[config.mk]
export PLATFORM = sky130hd
export DESIGN_NAME = pc_fetch_unit
export DESIGN_NICKNAME = d
export VERILOG_FILES = /design/src/rtl/pc_fetch_unit.sv
export SDC_FILE = /design/constraint.sdc
export NUM_CORES = 1
export LEC_CHECK = 0
export BUFFER_PORTS_ARGS = -buffer_cell sky130_fd_sc_hd__buf_2
export CORE_MARGIN = 5
export CORE_UTILIZATION = 47
export DETAILED_ROUTE_END_ITERATION = 8
export MAX_ROUTING_LAYER = met4
export PLACE_DENSITY_LB_ADDON = 0.08
export RECOVER_POWER = 50
export SYNTH_ARGS = -nofsm -noshare
export SYNTH_HDL_FRONTEND = slang
export SYNTH_SLANG_ARGS = --single-unit
[constraint.sdc]
create_clock -name clk -period 3.5 [get_ports clk]
set_clock_uncertainty 0.05 [all_clocks]
set_input_delay 0.525 -clock clk [delete_from_list [all_inputs] [get_ports clk]]
set_output_delay 0.525 -clock clk [all_outputs]
set_load 0.05 [all_outputs]
[src/rtl/pc_fetch_unit.sv]
`default_nettype none
// ============================================================================
// Module      : pc_fetch_unit
// Description : Instruction-fetch stage placed ahead of the single-cycle
//               control decoder. It holds the PC and fetches each instruction
//               over a req/ack handshake. The instruction and its decoded
//               fields are then presented for one execute window. At the end
//               of that window the decoder's pcsrc/jump outputs are sampled
//               to form the next PC. The block also keeps a retired-
//               instruction counter and a terminal halt state.
// Revision    : 1.0 - initial release
// ----------------------------------------------------------------------------
// Ports
//   clk         in   1          system clock, rising edge
//   reset       in   1          asynchronous active-high reset
//   stall       in   1          hold current instruction in EXEC
//   pcsrc       in   1          branch taken (from control decoder)
//   jump        in   1          jump (from control decoder)
//   imem_req    out  1          fetch request (registered)
//   imem_addr   out  32         fetch byte address (= pc)
//   imem_ack    in   1          imem_rdata valid this cycle
//   imem_rdata  in   32         instruction word from memory
//   instr       out  32         instruction register
//   op          out  6          instr[31:26]
//   funct       out  6          instr[5:0]
//   rs          out  5          instr[25:21]
//   rt          out  5          instr[20:16]
//   rd          out  5          instr[15:11]
//   imm16       out  16         instr[15:0]
//   instr_valid out  1          high while in EXEC
//   pc          out  32         address of current instruction
//   pc_plus4    out  32         pc + 4 (modulo 2^32)
//   halted      out  1          HALT state reached
//   retired     out  CNT_WIDTH  instructions that have left EXEC
// ============================================================================
module pc_fetch_unit #(
   parameter logic [31:0] RESET_PC  = 32'h0000_0000,
   parameter logic [5:0]  HALT_OP   = 6'b111111,
   parameter int          CNT_WIDTH = 32
) (
   input  logic                 clk,
   input  logic                 reset,
   input  logic                 stall,
   input  logic                 pcsrc,
   input  logic                 jump,
   output logic                 imem_req,
   output logic [31:0]          imem_addr,
   input  logic                 imem_ack,
   input  logic [31:0]          imem_rdata,
   output logic [31:0]          instr,
   output logic [5:0]           op,
   output logic [5:0]           funct,
   output logic [4:0]           rs,
   output logic [4:0]           rt,
   output logic [4:0]           rd,
   output logic [15:0]          imm16,
   output logic                 instr_valid,
   output logic [31:0]          pc,
   output logic [31:0]          pc_plus4,
   output logic                 halted,
   output logic [CNT_WIDTH-1:0] retired
);

   typedef enum logic [1:0] {
      S_IDLE = 2'd0,
      S_REQ  = 2'd1,
      S_EXEC = 2'd2,
      S_HALT = 2'd3
   } stateT;

   localparam logic [CNT_WIDTH-1:0] C_RETIRED_ONE = {{(CNT_WIDTH-1){1'b0}}, 1'b1};

   // Registered state
   stateT                r_state;
   logic [31:0]          r_pc;
   logic [31:0]          r_instr;
   logic                 r_imemReq;
   logic                 r_halted;
   logic [CNT_WIDTH-1:0] r_retired;

   // Next-state values
   stateT                w_stateNext;
   logic [31:0]          w_pcNext;
   logic [31:0]          w_instrNext;
   logic                 w_imemReqNext;
   logic                 w_haltedNext;
   logic [CNT_WIDTH-1:0] w_retiredNext;

   // Next-PC candidates
   logic [31:0]          w_pcPlus4;
   logic [31:0]          w_branchTarget;
   logic [31:0]          w_jumpTarget;
   logic [31:0]          w_targetPc;

   assign w_pcPlus4      = r_pc + 32'd4;
   // Sign-extend imm16 to 30 bits, then shift left by two to get a word offset.
   assign w_branchTarget = w_pcPlus4 + {{14{r_instr[15]}}, r_instr[15:0], 2'b00};
   assign w_jumpTarget   = {w_pcPlus4[31:28], r_instr[25:0], 2'b00};

   // jump has priority over pcsrc when the decoder raises both.
   always_comb begin
      w_targetPc = w_pcPlus4;
      if (jump) begin
         w_targetPc = w_jumpTarget;
      end else if (pcsrc) begin
         w_targetPc = w_branchTarget;
      end
   end

   // ------------------------------------------------------------------------
   // State register and datapath registers
   // ------------------------------------------------------------------------
   always_ff @(posedge clk or posedge reset) begin
      if (reset) begin
         r_state   <= S_IDLE;
         r_pc      <= RESET_PC;
         r_instr   <= 32'h0000_0000;
         r_imemReq <= 1'b0;
         r_halted  <= 1'b0;
         r_retired <= '0;
      end else begin
         r_state   <= w_stateNext;
         r_pc      <= w_pcNext;
         r_instr   <= w_instrNext;
         r_imemReq <= w_imemReqNext;
         r_halted  <= w_haltedNext;
         r_retired <= w_retiredNext;
      end
   end

   // ------------------------------------------------------------------------
   // Next-state logic. Every register holds its value unless a state says
   // otherwise, so imem_ack outside REQ and pcsrc/jump outside an unstalled
   // EXEC have no effect.
   // ------------------------------------------------------------------------
   always_comb begin
      w_stateNext   = r_state;
      w_pcNext      = r_pc;
      w_instrNext   = r_instr;
      w_imemReqNext = r_imemReq;
      w_haltedNext  = r_halted;
      w_retiredNext = r_retired;

      unique case (r_state)
         S_IDLE: begin
            w_stateNext   = S_REQ;
            w_imemReqNext = 1'b1;
         end

         S_REQ: begin
            if (imem_ack) begin
               w_instrNext   = imem_rdata;
               w_imemReqNext = 1'b0;
               w_stateNext   = S_EXEC;
            end
         end

         S_EXEC: begin
            if (!stall) begin
               if (r_instr[31:26] == HALT_OP) begin
                  w_stateNext  = S_HALT;
                  w_haltedNext = 1'b1;
               end else begin
                  w_retiredNext = r_retired + C_RETIRED_ONE;
                  w_pcNext      = w_targetPc;
                  w_imemReqNext = 1'b1;
                  w_stateNext   = S_REQ;
               end
            end
         end

         S_HALT: begin
            w_imemReqNext = 1'b0;
         end

         default: begin
            w_stateNext = S_IDLE;
         end
      endcase
   end

   // ------------------------------------------------------------------------
   // Outputs
   // ------------------------------------------------------------------------
   assign imem_req    = r_imemReq;
   assign imem_addr   = r_pc;
   assign instr       = r_instr;
   assign op          = r_instr[31:26];
   assign rs          = r_instr[25:21];
   assign rt          = r_instr[20:16];
   assign rd          = r_instr[15:11];
   assign funct       = r_instr[5:0];
   assign imm16       = r_instr[15:0];
   assign instr_valid = (r_state == S_EXEC);
   assign pc          = r_pc;
   assign pc_plus4    = w_pcPlus4;
   assign halted      = r_halted;
   assign retired     = r_retired;

endmodule
`default_nettype wire

==> results of run 1 <==
-- worst max-delay path, delay by kind of cell (launching register included) --
| kind | cells | cell delay (ns) |
|---|---|---|
| fa+ha+maj | 2 | 0.39 |
| flops | 1 | 0.41 |
| simple gates | 6 | 0.90 |
| buf+inv | 1 | 0.12 |
| compound gates | 4 | 1.01 |
| xor+xnor | 1 | 0.18 |
| mux | 1 | 0.22 |
-- metal layers --
metal	global-route usage, %	share of wire, %	routed length (um)	vias up
met5	-	0	0	-
met3	3.28	6.5	1440	16
met1	36.7	48	10700	3275
met2	36.4	45	9960	280
met4	4.75	0.88	196	0
li1	-	-	-	3272
-- cell usage in the layout, fill, tap and decap left out, types with 7 or more instances in the layout --
| cell | count |
|---|---|
| clkbuf_16 | 9 |
| buf_2 | 143 |
| a21oi_2 | 7 |
| o22ai_1 | 8 |
| nand3_1 | 20 |
| and3_1 | 11 |
| xnor2_1 | 33 |
| inv_1 | 13 |
| o21ai_0 | 32 |
| a21o_1 | 21 |
| a21oi_1 | 48 |
| o31ai_1 | 7 |
| nor2b_1 | 7 |
| dfrtp_1 | 82 |
| nor2_1 | 57 |
| xnor2_4 | 10 |
| xor2_1 | 23 |
| ha_1 | 31 |
| nand4_1 | 20 |
| ha_4 | 9 |
| nand2_1 | 77 |
| buf_4 | 87 |
| clkbuf_1 | 95 |
| dfrtp_2 | 16 |
| mux2_2 | 32 |
-- state kept, by name, summed over array words and instances, names as in the netlist --
name,flops
r_state,2
instr,32
retired,32
imem_req,1
imem_addr,30
halted,1
-- cells by family after synthesis --
kind of cell	count (synthesis)	synth area share, %
compound gates	181	15.8
xor+xnor	83	10.2
fa+ha+maj	42	7.29
buf+inv	118	10.2
flops	98	33.6
mux	38	5.77
other cells	1	0.0513
simple gates	248	17.2
-- repair_timing --
action / 4_1_cts / 5_1_grt
setup buffers: 1 / 10
hold endpoints to repair: 0 / 0
endpoints found under the setup margin: 2 / 11
gates resized for setup: 3 / 34
pin swaps: 3 / 27
gates cloned: 0 / 0
-- layout make-up --
type                       count  area share (%)
antenna                        1          0.0258
clock buffer                   9            2.32
clock inverter                 7           0.929
inverter                      14           0.542
multi-input combinational    598            49.9
sequential                    98            25.5
tap                          188            2.43
timing repair buffer         329            18.3
-- through the flow --
stage	setup TNS (ns)	setup slack [ns]
floorplan	-3.51	-0.430
global placement	0	0.00938
detailed placement	-0.154	-0.0887
CTS	0	0.0310
global route	-0.162	-0.0590
finish	0	0.0974
-- worst paths after layout --
check / startpoint / endpoint / slack [ns]
setup / recovery: imem_addr[3] / imem_addr[27] / 0.1
hold / removal: imem_rdata[19] / instr[19] / 0.35
setup reg to reg: imem_addr[3] / imem_addr[27] / 0.1
hold reg to reg: retired[31] / retired[31] / 0.43
max in group asynchronous: reset / retired[3] / 1.15
min in group asynchronous: reset / instr[26] / 0.67
==> run_results.csv, run 1 <==
group,metric,value,unit
final_layout,fill_cells,1361,
global_route,track_usage,24.7,%
global_route,grt_pass1_vias,6335,
drt,drt_first_pass_iters,5,
placed_design,placed_area,9260,um2
timing,finalMaxSlewViolations,82,
clock_network,cts_tree,"done",
synth,yosysSeqAreaShare,33.6,%
final_layout,regArea,2470,um2
synth,yosysMostFrequentCell,"dfrtp_1",
synth,synth_area,7310,um2
critical_path,crit_slowest_cell,"dfrtp_2",
critical_path,worstPathRequired,3.69,ns
synth,synth_cell_types,64,
drt,num_vias,6843,
global_route,grt.overflow.total,0,
clock_network,htreeDepth,3,
synth,yosys.area.top_type,"dfrtp_1",
timing,finalHoldViolations,0,
placed_design,port_buffers,237,
timing,rsz0062_at_grt,"true",
critical_path,worst-r2r-cell-count,15,
final_layout,multi_input_area,4840,um2
status,status,"finished with violations",
job,max_cap_viol_count,1,
clock_network,numCtsBuffers,9,
critical_path,max_stage_delay,0.41,ns
floorplan,die_w,135,um
critical_path,worstSetupStartpointType,"flop",
timing,fin_crit,3.40,ns
synth,yosys_most_used_dff,"dfrtp_1",
floorplan,die_area,18100,um2
timing,slew_headroom,-16.9,%
final_layout,nets,1130,
timing,fin_hold_ws,0.346,ns
final_layout,syn2layout_area_growth,32.7,%
synth,synth_area_leaders,"dfrtp_1 34%, buf_4 8.1%, ha_1 7.0%, xnor2_1 5.8%, mux2_2 5.1%",
global_route,antenna_found_initial,1,
floorplan,num_rows,45,
critical_path,crit_chain,"ha_4 -> nand2_4 -> buf_6 -> nor4_4 -> nand2_2 -> xnor2_4 -> ha_4 -> and2_4 -> a311o_1 -> nor3b_2 -> nand3_1 -> a311o_1 -> a21oi_2 -> mux2i_1 -> a21oi_1",
drt,viasPerCell,5.50,
synth,yosys.area.top_type_share,33.6,%
global_route,grt_pass1_wl,34.6,mm
synth,synthCells,809,
global_route,grt_max_degree,82,
timing,fmax,0.294,GHz
final_layout,drive_above_1_share,37.1,%
floorplan,ios,244,
clock_network,cts.root.buffer_cell,"clkbuf_16",
timing,min_period_over_period,97.2,%
drt,wl_per_cell,18.0,um
placed_design,gp_congestion,0.912,
placed_design,dp.cells,1216,
worst_hold_path,worst_hold_path_type,"in -> reg",
drt,drt_iter0_drc,485,
floorplan,start_util,48.1,%
final_layout,post-route-util,63.8,%
floorplan,coreArea,15200,um2
status,violations,"max-capacitance violations, max-slew violations",
synth,synth_edf_count,0,
synth,synth-seq-cells,98,
clock_network,cts.clk_slew.worst_paths,0.08,ns
floorplan,die_y,135,um
final_layout,fin_area,9700,um2
clock_network,clock_path_buffers,2,
synth,yosysWarnings,0,
synth,synth_common_cells,"98 x dfrtp_1, 80 x nand2_1, 79 x buf_4",
critical_path,critPathMaxFanout,3,
synth,syn_area_per_cell,9.03,um2
placed_design,hpwl,17.0,mm
synth,ys_async_sr_fraction,100,%
final_layout,final_cells,1244,
drt,drt_wl_total,22.3,mm
drt,drc,0,
worst_hold_path,hold_path_depth,2,
drt,postRouteAntennaNets,0,
critical_path,end_kind,"flop",
timing,worstMarginPinSlew,1.75,ns
clock_network,clock_latency,0.35,ns
clock_network,postCtsHoldBufs,0,
critical_path,crit_type,"reg -> reg",
critical_path,critPathArrivalTime,3.59,ns
clock_network,cts_sinks,98,
timing,finalSetupViolCount,0,
Power of run 1 is not shown: default switching activity piles up to over one toggle a cycle in this logic, so the estimate is an artifact.
==> run 2: changes to the inputs <==
Settings changed: PLACE_DENSITY_LB_ADDON 0.08 to 0.25.
==> run_results.csv, run 2 (synthesis results as in run 1) <==
group,metric,value,unit
clock_network,cts_sinks,98,
final_layout,final_common_cell,"buf_2",
placed_design,port_buffers,237,
critical_path,rr_endpoint,"imem_addr[29]",
placed_design,place_ws,-0.0827,ns
global_route,grt_pass1_wl,34.1,mm
worst_hold_path,hold_path_depth,2,
placed_design,gp_congestion,0.955,
global_route,grt.overflow.total,0,
floorplan,coreArea,15200,um2
drt,drc,0,
critical_path,worst-r2r-cell-count,16,
drt,viasPerCell,5.48,
drt,wl_per_cell,17.9,um
job,max_cap_viol_count,1,
drt,drt_iter0_drc,511,
clock_network,htreeDepth,3,
timing,finalWorstSetupSlack,-0.0404,ns
clock_network,cts_tree,"done",
global_route,antenna_found_initial,1,
timing,slew_headroom,-4.61,%
final_layout,drive_above_1_share,38.2,%
floorplan,die_w,135,um
worst_hold_path,worst_hold_path_type,"in -> reg",
clock_network,cts.clk_slew.worst_paths,0.07,ns
drt,drt_wl_total,22.3,mm
clock_network,cts.root.buffer_cell,"clkbuf_16",
final_layout,syn2layout_area_growth,34.7,%
floorplan,die_y,135,um
placed_design,hpwl,17.0,mm
clock_network,clock_path_buffers,2,
timing,finalSetupViolCount,4,
timing,rsz0062_at_grt,"true",
critical_path,max_stage_delay,0.43,ns
critical_path,crit-reg2reg-launch,"imem_addr[3]",
worst_hold_path,hold_end,"instr[17]",
critical_path,critPathArrivalTime,3.77,ns
drt,drt_first_pass_iters,5,
clock_network,postCtsHoldBufs,0,
worst_hold_path,min-delay-start,"imem_rdata[17]",
critical_path,worstPathRequired,3.73,ns
timing,worstMarginPinSlew,1.57,ns
timing,finalHoldViolations,0,
drt,num_vias,6839,
drt,postRouteAntennaNets,0,
final_layout,final_cell_mix,"144 x buf_2, 95 x clkbuf_1, 85 x buf_4, 82 x dfrtp_1, 77 x nand2_1",
floorplan,ios,244,
critical_path,worst-r2r-setup-slack,-0.04,ns
floorplan,start_util,48.1,%
critical_path,end_kind,"flop",
global_route,grt_pass1_vias,6422,
timing,fin_crit,3.54,ns
critical_path,worstSetupStartpointType,"flop",
critical_path,crit_slowest_cell,"dfrtp_2",
timing,min_period_over_period,101,%
global_route,track_usage,24.2,%
status,status,"finished with violations",
timing,finalMaxSlewViolations,77,
status,violations,"max-capacitance violations, max-slew violations, negative setup slack",
timing,fmax,0.282,GHz
critical_path,crit_type,"reg -> reg",
clock_network,clock_latency,0.36,ns
critical_path,critPathMaxFanout,6,
clock_network,numCtsBuffers,9,
global_route,grt_max_degree,77,
critical_path,crit_chain,"ha_4 -> nand2_4 -> buf_6 -> nor4_4 -> buf_4 -> nand4_1 -> xnor2_4 -> ha_4 -> a21o_1 -> a21o_1 -> a21oi_2 -> o21ai_1 -> a211oi_2 -> nor2_1 -> mux2_2 -> a21oi_2",
floorplan,die_area,18100,um2
final_layout,nets,1133,
floorplan,num_rows,45,
[run 2: how the worst max path moves through the flow]
stage | start | end | slack (ns) | cells after the start
3_5_place_dp | imem_addr[2] | imem_addr[23] | -0.08 | 14
6_report | imem_addr[3] | imem_addr[29] | -0.04 | 16
4_1_cts | imem_addr[16] | imem_addr[23] | -0.01 | 14
3_3_place_gp | imem_addr[2] | imem_addr[23] | 0.006 | 14
5_1_grt | imem_addr[3] | imem_addr[29] | -0.19 | 16
2_1_floorplan | imem_addr[12] | imem_addr[30] | -0.43 | 11
[run 2: per-layer routing]
layer  vias up  share of wire (%)  global-route usage, %  wire length, um
li1       3271                  -                      -                -
met1      3287                 45                   33.1             9980
met2       255                 47                   37.3            10500
met3        26                6.8                   4.77             1520
met4         0                1.3                   6.00              300
met5         -                  0                      -                0
[run 2: critical path, delay by kind of cell (launching register included)]
kind,cells,cell delay (ns)
AOI/OAI and AO/OA,6,1.04
xor gates and xnor gates,1,0.27
adders and majority gates,2,0.42
buffers and inverters,2,0.30
DFF,1,0.43
muxes,1,0.29
and+or+nand+nor,4,0.65
[run 2: layout make-up]
class / count / area [um2]
Fill cell: 1335 / 5360
Sequential cell: 98 / 2470
Tap cell: 188 / 235
Clock inverter: 6 / 83.8
Timing Repair Buffer: 332 / 1830
Multi-Input combinational cell: 598 / 4920
Clock buffer: 10 / 239
Inverter: 14 / 52.6
Antenna cell: 1 / 2.50
[run 2: per-stage QoR]
step	hold slack (ns)	std cells	cell area (um2)	setup TNS [ns]	util, %
after floorplan	0.526	814	7920	-3.51	-
after global placement	0.420	1214	9270	0	61.0
after detailed placement	0.411	1214	9270	-0.151	61.0
after CTS	0.334	1231	9600	-0.0131	63.2
after global routing	0.331	1247	9840	-0.743	64.7
final	0.342	1247	9840	-0.0947	64.7
[run 2: what timing repair did]
action	4_1_cts	5_1_grt
pin swaps	1	38
setup endpoints to repair	4	16
gates resized for setup	1	53
setup buffers	1	15
Power of run 2 is left out for the same reason.
==> run 3: changes to the inputs <==
Settings changed: CORE_UTILIZATION 47 to 50.
Clock period 3.5 ns to 4.4 ns, I/O delays scaled along.
==> run_results.csv, run 3 (synthesis results as in run 1) <==
group,metric,value,unit
placed_design,gp_congestion,0.900,
clock_network,postCtsSetupBuffers,0,
worst_hold_path,hold_end,"halted",
drt,drt_wl_total,20.4,mm
global_route,grt_pass1_vias,6005,
critical_path,worstSetupStartpointType,"flop",
clock_network,numCtsBuffers,9,
floorplan,ios,244,
drt,drt_iter0_drc,414,
worst_hold_path,min-delay-start,"halted",
clock_network,cts.repair.resized,0,
floorplan,die_w,131,um
critical_path,critPathMaxFanout,7,
critical_path,crit_type,"reg -> reg",
clock_network,htreeDepth,3,
timing,finalHoldViolations,0,
clock_network,cts.clk_slew.worst_paths,0.07,ns
final_layout,final_common_cell,"buf_2",
placed_design,hpwl,15.5,mm
timing,finalSetupViolCount,0,
placed_design,port_buffers,237,
floorplan,start_util,50.7,%
drt,drc,0,
timing,min_period_over_period,90.8,%
final_layout,final_cell_mix,"151 x buf_2, 98 x dfrtp_1, 86 x clkbuf_1, 80 x nand2_1, 62 x nor2_1",
global_route,grt.overflow.total,0,
global_route,grt_max_degree,76,
critical_path,crit_path_start,"imem_addr[2]",
final_layout,drive_above_1_share,24.3,%
floorplan,die_area,17100,um2
floorplan,die_y,131,um
worst_hold_path,hold_path_depth,2,
worst_hold_path,worst_hold_path_type,"reg -> reg",
timing,setup_tns,0,ns
global_route,grt_pass1_wl,31.4,mm
floorplan,num_rows,44,
final_layout,fill_cells,1397,
clock_network,postCtsHoldBufs,0,
clock_network,clock_path_buffers,2,
critical_path,critPathArrivalTime,4.19,ns
status,violations,"max-capacitance violations, max-slew violations",
final_layout,nets,1046,
global_route,antenna_found_initial,1,
clock_network,clock_latency,0.35,ns
drt,num_vias,6443,
drt,viasPerCell,5.57,
clock_network,cts_sinks,98,
clock_network,cts.root.buffer_cell,"clkbuf_16",
status,status,"finished with violations",
critical_path,rr_endpoint,"imem_addr[23]",
drt,drt_first_pass_iters,4,
critical_path,worst-r2r-setup-slack,0.40,ns
job,max_cap_viol_count,1,
timing,slew_headroom,-91.1,%
critical_path,crit-reg2reg-launch,"imem_addr[2]",
global_route,track_usage,23.8,%
clock_network,cts_tree,"done",
drt,postRouteAntennaNets,0,
critical_path,worst-r2r-cell-count,14,
timing,worstMarginPinSlew,2.87,ns
timing,rsz0062_at_grt,"false",
critical_path,end_kind,"flop",
timing,finalMaxSlewViolations,76,
drt,wl_per_cell,17.7,um
timing,fin_crit,4.00,ns
final_layout,syn2layout_area_growth,14.3,%
floorplan,coreArea,14400,um2
critical_path,worstPathRequired,4.59,ns
timing,fmax,0.250,GHz
==> run 3: cell count changes in the layout (fill, tap and decap cells not counted), moves of 12 or more <==
cell	change
ha_4	-12
buf_4	-78
dfrtp_2	-16
dfrtp_1	+16
ha_1	+13
==> run 3: how the worst max path moves through the flow <==
stage | to | slack, ns | cells past startpoint
detailed placement | imem_addr[23] | 0.47 | 14
global placement | imem_addr[23] | 0.44 | 14
floorplan | imem_addr[30] | 0.0003 | 12
finish | imem_addr[23] | 0.40 | 14
global route | imem_addr[30] | 0.1 | 11
CTS | imem_addr[23] | 0.41 | 14
==> run 3: final cells by class <==
type | instances | area (um2) | area share [%]
Clock buffer | 9 | 225 | 2.70
Timing Repair Buffer | 245 | 1140 | 13.6
Sequential cell | 98 | 2450 | 29.4
Multi-Input combinational cell | 598 | 4190 | 50.2
Antenna cell | 1 | 2.50 | 0.0300
Tap cell | 184 | 230 | 2.76
Clock inverter | 7 | 61.3 | 0.734
Inverter | 14 | 52.6 | 0.629
==> run 3: stage by stage <==
step                      instance area (um2)  util, %  std cells  setup slack (ns)  hold WS [ns]
final                                    8350     57.9       1156             0.404         0.418
after global routing                     8350     57.9       1156            0.0982         0.437
after CTS                                8490     58.9       1155             0.414         0.415
after detailed placement                 8200     56.9       1139             0.467         0.398
after global placement                   8200     56.9       1139             0.443         0.394
after floorplan                          7410        -        814          0.000345         0.526
==> run 3: layer usage <==
| layer | part of all wire [%] | track usage [%] | wire (um) | vias up |
|---|---|---|---|---|
| met5 | 0 | - | 0 | - |
| li1 | - | - | - | 3102 |
| met2 | 48 | 38.2 | 9870 | 251 |
| met1 | 43 | 31.2 | 8850 | 3068 |
| met4 | 1.5 | 5.69 | 299 | 0 |
| met3 | 7.0 | 4.72 | 1430 | 22 |
==> run 3: critical path, stage by stage, from the launching register on <==
cell      delay, ns
dfrtp_1        0.41
ha_1           0.25
nand2_1        0.13
nor4_1         0.34
buf_4          0.20
nand2_1        0.12
xnor2_4        0.18
ha_1           0.38
and2_1         0.21
a311o_1        0.35
or3_1          0.33
a311o_1        0.41
a21oi_2        0.19
xor2_1         0.08
a221oi_1       0.26
Power of run 3 is left out for the same reason.
